[src/rtl/gpu_compositor_pkg.sv]
// Shared constants and types for the GPU pixel compositor: VRAM control-register
// offsets, mode bit positions and the per-frame control record.
package gpu_compositor_pkg;

    localparam int VRAM_ADDR_WIDTH = 16;

    localparam int CTRL_ENABLE   = 0;
    localparam int CTRL_BACKDROP = 1;
    localparam int CTRL_MODE     = 2;

    localparam int MODE_FORCE_BLANK = 0;
    localparam int MODE_REVERSE     = 1;

    typedef struct packed {
        logic [7:0] mask;
        logic [7:0] backdrop;
        logic       reverse;
        logic       force_blank;
    } ctrl_t;

    localparam ctrl_t CTRL_RESET = '{mask: 8'hFF, backdrop: 8'h00, reverse: 1'b0, force_blank: 1'b0};

    // Signals that travel alongside the layer fetch so they meet the layer data.
    typedef struct packed {
        logic drawing;
        logic hsync;
        logic vsync;
    } align_t;

    localparam align_t ALIGN_RESET = '{drawing: 1'b0, hsync: 1'b1, vsync: 1'b1};

endpackage

[src/rtl/gpu_priority_mux_m.sv]
// Combinational layer priority mux: lowest valid index wins, or the highest
// valid index when reverse is set.
module gpu_priority_mux_m #(
    parameter int NUM_LAYERS = 2,
    parameter int PIX_BITS   = 6
) (
    input  logic [NUM_LAYERS-1:0]          valid,
    input  logic [NUM_LAYERS*PIX_BITS-1:0] rgb,
    input  logic                           reverse,
    output logic                           hit,
    output logic [PIX_BITS-1:0]            pixel
);

    always_comb begin
        // NOTE: every output gets a default before the loops, so no path leaves it unassigned and no latch is inferred.
        hit   = |valid;
        pixel = '0;
        for (int i = NUM_LAYERS - 1; i >= 0; i--) begin
            if (!reverse && valid[i]) pixel = rgb[i*PIX_BITS +: PIX_BITS];
        end
        for (int i = 0; i < NUM_LAYERS; i++) begin
            if (reverse && valid[i]) pixel = rgb[i*PIX_BITS +: PIX_BITS];
        end
    end

endmodule

[src/rtl/gpu_compositor_m.sv]
// Pixel compositor: derives layer coordinates, delays window/sync flags to meet
// the layer data, and mixes layers over a backdrop under double-buffered control.
module gpu_compositor_m
    import gpu_compositor_pkg::*;
#(
    parameter int                         NUM_LAYERS    = 2,
    parameter int                         COLOR_BITS    = 2,
    parameter int                         H_OFFSET      = 32,
    parameter int                         ACTIVE_W      = 256,
    parameter int                         ACTIVE_H      = 240,
    parameter int                         Y_SHIFT       = 1,
    parameter int                         LAYER_LATENCY = 1,
    parameter logic [VRAM_ADDR_WIDTH-1:0] CTRL_BASE     = '0
) (
    input  logic                               clk,
    input  logic                               rst,
    input  logic [9:0]                         hcounter,
    input  logic [9:0]                         vcounter,
    input  logic                               visible,
    input  logic                               writable,
    input  logic                               hsync_in,
    input  logic                               vsync_in,
    input  logic [NUM_LAYERS*3*COLOR_BITS-1:0] layer_rgb,
    input  logic [NUM_LAYERS-1:0]              layer_valid,
    input  logic [7:0]                         data,
    input  logic [VRAM_ADDR_WIDTH-1:0]         address,
    output logic [7:0]                         xp,
    output logic [7:0]                         yp,
    output logic [COLOR_BITS-1:0]              r,
    output logic [COLOR_BITS-1:0]              g,
    output logic [COLOR_BITS-1:0]              b,
    output logic                               hsync,
    output logic                               vsync
);

    localparam int PIX_BITS = 3 * COLOR_BITS;

    logic [8:0] xp9;
    logic [8:0] yp9;
    align_t     stage0;
    align_t     aligned;

    // hcounter below H_OFFSET wraps xp9 to 256 or more, which the compare rejects.
    assign xp9    = hcounter[8:0] - 9'(H_OFFSET);
    assign yp9    = 9'(vcounter >> Y_SHIFT);
    assign xp     = xp9[7:0];
    assign yp     = yp9[7:0];
    assign stage0 = '{drawing: visible && ({1'b0, xp9} < 10'(ACTIVE_W)) && ({1'b0, yp9} < 10'(ACTIVE_H)),
                      hsync:   hsync_in,
                      vsync:   vsync_in};

    generate
        if (LAYER_LATENCY == 0) begin : g_no_delay
            assign aligned = stage0;
        end else begin : g_delay
            align_t sr [LAYER_LATENCY];

            always_ff @(posedge clk) begin
                if (rst) begin
                    for (int i = 0; i < LAYER_LATENCY; i++) sr[i] <= ALIGN_RESET;
                end else begin
                    // NOTE: non-blocking so each stage takes its neighbour's previous value; blocking would collapse the chain.
                    sr[0] <= stage0;
                    for (int i = 1; i < LAYER_LATENCY; i++) sr[i] <= sr[i-1];
                end
            end

            assign aligned = sr[LAYER_LATENCY-1];
        end
    endgenerate

    ctrl_t shadow;
    ctrl_t active;
    logic  writable_q;
    logic  transfer;

    assign transfer = writable_q && !writable;

    // Writes land in the shadow set; the active set only changes as a new frame starts.
    always_ff @(posedge clk) begin
        if (rst) begin
            shadow     <= CTRL_RESET;
            active     <= CTRL_RESET;
            writable_q <= 1'b0;
        end else begin
            writable_q <= writable;
            if (transfer) active <= shadow;
            if (writable) begin
                if (address == CTRL_BASE + VRAM_ADDR_WIDTH'(CTRL_ENABLE))   shadow.mask     <= data;
                if (address == CTRL_BASE + VRAM_ADDR_WIDTH'(CTRL_BACKDROP)) shadow.backdrop <= data;
                if (address == CTRL_BASE + VRAM_ADDR_WIDTH'(CTRL_MODE)) begin
                    shadow.force_blank <= data[MODE_FORCE_BLANK];
                    shadow.reverse     <= data[MODE_REVERSE];
                end
            end
        end
    end

    logic [NUM_LAYERS-1:0] eff_valid;
    logic                  hit;
    logic [PIX_BITS-1:0]   winner;
    logic [PIX_BITS-1:0]   mix_pixel;

    assign eff_valid = layer_valid & active.mask[NUM_LAYERS-1:0];

    gpu_priority_mux_m #(
        .NUM_LAYERS (NUM_LAYERS),
        .PIX_BITS   (PIX_BITS)
    ) u_priority_mux (
        .valid   (eff_valid),
        .rgb     (layer_rgb),
        .reverse (active.reverse),
        .hit     (hit),
        .pixel   (winner)
    );

    always_comb begin
        mix_pixel = '0;
        if (aligned.drawing && !active.force_blank) begin
            mix_pixel = hit ? winner : active.backdrop[PIX_BITS-1:0];
        end
    end

    always_ff @(posedge clk) begin
        if (rst) begin
            {r, g, b} <= '0;
            hsync     <= 1'b1;
            vsync     <= 1'b1;
        end else begin
            {r, g, b} <= mix_pixel;
            hsync     <= aligned.hsync;
            vsync     <= aligned.vsync;
        end
    end

endmodule

[config.mk]
export PLATFORM = sky130hd
export DESIGN_NAME = gpu_compositor_m
export DESIGN_NICKNAME = d
export VERILOG_FILES = /design/src/rtl/gpu_compositor_pkg.sv /design/src/rtl/gpu_priority_mux_m.sv /design/src/rtl/gpu_compositor_m.sv
export SDC_FILE = /design/constraint.sdc
export NUM_CORES = 1
export LEC_CHECK = 0
export CAP_MARGIN = 30
export CORE_MARGIN = 4
export CORE_UTILIZATION = 40
export DETAILED_ROUTE_END_ITERATION = 16
export PLACE_DENSITY_LB_ADDON = 0.12
export SLEW_MARGIN = 25
export SYNTH_ARGS = -nofsm -noshare
export SYNTH_HDL_FRONTEND = slang
export SYNTH_SLANG_ARGS = --single-unit
export TNS_END_PERCENT = 1
[constraint.sdc]
create_clock -name clk -period 2.3 [get_ports clk]
set_input_delay 0.46 -clock clk [delete_from_list [all_inputs] [get_ports clk]]
set_output_delay 0.46 -clock clk [all_outputs]
set_load 0.01 [all_outputs]
==> impl_metrics.ini <==
[status]
status = complete, no violations

[placement]
routabilityCongestion = 0.747
hpwl_um = 2810
placed_cells = 268
pre_cts_slack_ns = -0.101
placedInstanceArea_sq_um = 2070
io_buffers = 65

[clock_network]
clkSinkCount = 32
htree_levels = 2
cts_resized = 2
ctsHoldBuffers = 0
cts.path.max_buffers = 2
cts_tree = built
cts_buffers = 5
insertion_delay_ns = 0.28
clockRootBuffer = clkbuf_8
clk_pin_slew_worst_paths_ns = 0.06
postCtsSetupBuffers = 0

[power]
clkPwrFrac_pct = 37.1
intPower_mw = 0.918
finalPower_mw = 1.19
powerDensity_nw_per_um2 = 551
switchingPower_mw = 0.269
power_frac_seq_pct = 47.6
ir_worst_vdd_uv = 257
leakagePower_nw = 0.783
swShare_pct = 22.6
comb_power_share_pct = 15.4

[grt]
grt.total_usage_pct = 16.3
grt_max_degree = 17
grt_pass1_wl_um = 5870
antenna_found_initial = 0
gr-total-overflow = 0
grt_pass1_vias = 1357

[die]
coreArea_sq_um = 3440
die_h_um = 68.7
pin_count = 88
fp.dieW_um = 68.7
rows = 21
die_area_sq_um = 4710
initial_core_util_pct = 42.7

[timing]
rsz0062_at_grt = false
fin_crit_ns = 2.12
timing.final.ws_setup_ns = 0.181
fin_skew_ns = 0.00486
fin_setup_tns_ns = 0
fin_hold_ws_ns = 0.414
fin_crit_sh_pct = 92.1
slew_headroom_pct = 61.0
hold_viol_final = 0
setup_violations = 0
timing.final.max_slew_violations = 0
tightest_slew_ns = 0.585
fmax_mhz = 472

[synth]
synth_area_sq_um = 1470
yosys_warnings = 0
synth_top_cell_area_share_pct = 43.5
synth.distinct_cells = 30
synth_top_area_cell = dfxtp_1
synth_fp_nets = 240
synth.avg_cell_area_sq_um = 8.41
synth-seq-area-share_pct = 43.5
ys_seq_elements = 32
netlist_top_cells_area = dfxtp_1 (44%), nand2_1 (8.9%), buf_4 (6.6%)
synth_cells = 175

[setup_path]
crit_slowest_cell = clkdlybuf4s50_1
critPathCaptureType = primary output
crit_chain = clkdlybuf4s50_1, inv_1, ha_1, xor2_1, dlygate4sd2_1
start_kind = primary input
reg2regPathDepth = 4
cp.arrival_ns = 1.66
worstPathRequired_ns = 1.84
crit_type = primary input to primary output
reg2reg_to = b[0]
r2r_slack_ns = 1.03
path_max_fanout = 2
critical-path-max-stage-delay_ns = 0.48
r2r_start = active[10]

[route]
wirelength_um = 3540
wirelength_met1_um = 1510
vias = 1318
firstDrtPassIters = 4
highest_layer = met4
met3_length_um = 272
drtIter0Drc = 35
drtAntennaViolNets = 0
post_drt_wl_per_cell_um = 12.8
route.met2.wl_um = 1710
drc_errors = 0
via_per_inst = 4.78

[finish]
fin_nets = 294
drive_gt1_share_pct = 7.83
syn_to_final_growth_pct = 46.4
final_cell_area_sq_um = 2150
final_util_pct = 62.6
n_fill_cell = 310
diodes = 0
final_cells = 276

[worst_hold_path]
whs_path_depth = 1
worstHoldStart = g_delay.sr[0][0]
min_to = vsync
hold_class = flip-flop to flip-flop

[run]
cap_violations = 0
## cell usage in the layout (no fill, tap or decap)
cell / synthesis / layout
or3b_4: 1 / 1
nand2b_1: 1 / 1
o21ba_2: 1 / 1
dlygate4sd2_1: 0 / 2
nand4b_1: 4 / 4
or2_2: 4 / 4
and4_1: 1 / 1
nor3b_1: 1 / 1
ha_1: 1 / 1
a21oi_1: 10 / 10
nor4_1: 3 / 3
nor2_1: 8 / 8
nor4b_1: 1 / 1
nor4b_2: 1 / 1
clkdlybuf4s50_1: 0 / 63
nand3_1: 5 / 5
nor4_2: 2 / 2
o21bai_1: 1 / 1
nor3_4: 1 / 1
xor2_1: 2 / 2
buf_4: 13 / 1
o31ai_1: 2 / 2
nand2_1: 35 / 35
nor2b_1: 2 / 2
inv_1: 5 / 5
dfxtp_1: 32 / 32
nor3b_2: 1 / 1
mux2i_1: 6 / 6
clkbuf_1: 6 / 2
nor3_1: 13 / 13
o21ai_0: 8 / 8
clkbuf_8: 0 / 6
nand4_1: 4 / 4
## state kept, by name (all words and copies together), names as in the netlist
name,flops
hsync,1
g,2
g_delay.sr,3
vsync,1
r,2
shadow,10
b,2
active,10
writable_q,1
## power groups by stage
stage,Sequential [mW],Combinational [mW],Clock [mW]
6_report,0.565,0.182,0.440
2_1_floorplan,0.578,0.0778,0
3_3_place_gp,0.577,0.182,0
4_1_cts,0.565,0.184,0.450
3_5_place_dp,0.577,0.185,0
5_1_grt,0.565,0.199,0.477
## cell usage after synthesis
cell and count:
mux2i_1 6, xor2_1 2, nor4_1 3, nor4b_2 1
nor3_1 13, dfxtp_1 32, or2_2 4, nor2b_1 2
nand4_1 4, nor3b_1 1, o21bai_1 1, nor4b_1 1
nand2_1 35, a21oi_1 10, inv_1 5, buf_4 13
ha_1 1, nand3_1 5, and4_1 1, clkbuf_1 6
nand4b_1 4, nor3b_2 1, nand2b_1 1, o21ba_2 1
o21ai_0 8, o31ai_1 2, nor2_1 8, nor3_4 1
nor4_2 2, or3b_4 1
## cells by family (layout without fill, tap and decap cells)
family                   count (synthesis)  in the layout  synth area share, %
AO/OA/AOI/OAI                           22             22                 8.33
buffers and inverters                   24             79                 9.44
AND/OR/NAND/NOR                         88             88                 32.6
XOR/XNOR                                 2              2                 1.19
flip-flops                              32             32                 43.5
multiplexers                             6              6                 4.08
adder cells (fa/ha/maj)                  1              1                0.850
## critical path, delay by kind of cell
| family | cells | cell delay (ns) |
|---|---|---|
| buffers and inverters | 3 | 0.83 |
| XOR/XNOR | 1 | 0.17 |
| adder cells (fa/ha/maj) | 1 | 0.20 |
## metal layers
layer  GRT usage (%)  vias to the layer above
met1            18.4                      572
met2            28.2                       35
met5               0                        -
li1                -                      700
met3            6.32                       11
met4            4.71                        0
## how the worst max path moves through the flow
stage                 from   endpoint  cells past startpoint  slack, ns
2_1_floorplan   address[3]  shadow[2]                      4       0.82
3_3_place_gp   hcounter[5]      xp[7]                      5      -0.03
3_5_place_dp   hcounter[5]      xp[7]                      5      -0.10
4_1_cts        hcounter[5]      xp[7]                      5       0.17
5_1_grt        hcounter[5]      xp[7]                      5       0.13
6_report       hcounter[5]      xp[7]                      5       0.18
## layout make-up
| cell class | count | area, sq um | share of cell area (%) |
|---|---|---|---|
| Sequential cell | 32 | 641 | 29.7 |
| Multi-Input combinational cell | 119 | 692 | 32.1 |
| Timing Repair Buffer | 66 | 656 | 30.4 |
| Tap cell | 46 | 57.6 | 2.67 |
| Clock buffer | 8 | 90.1 | 4.18 |
| Inverter | 5 | 18.8 | 0.871 |
No activity file was read; power rests on OpenSTA's default activity.
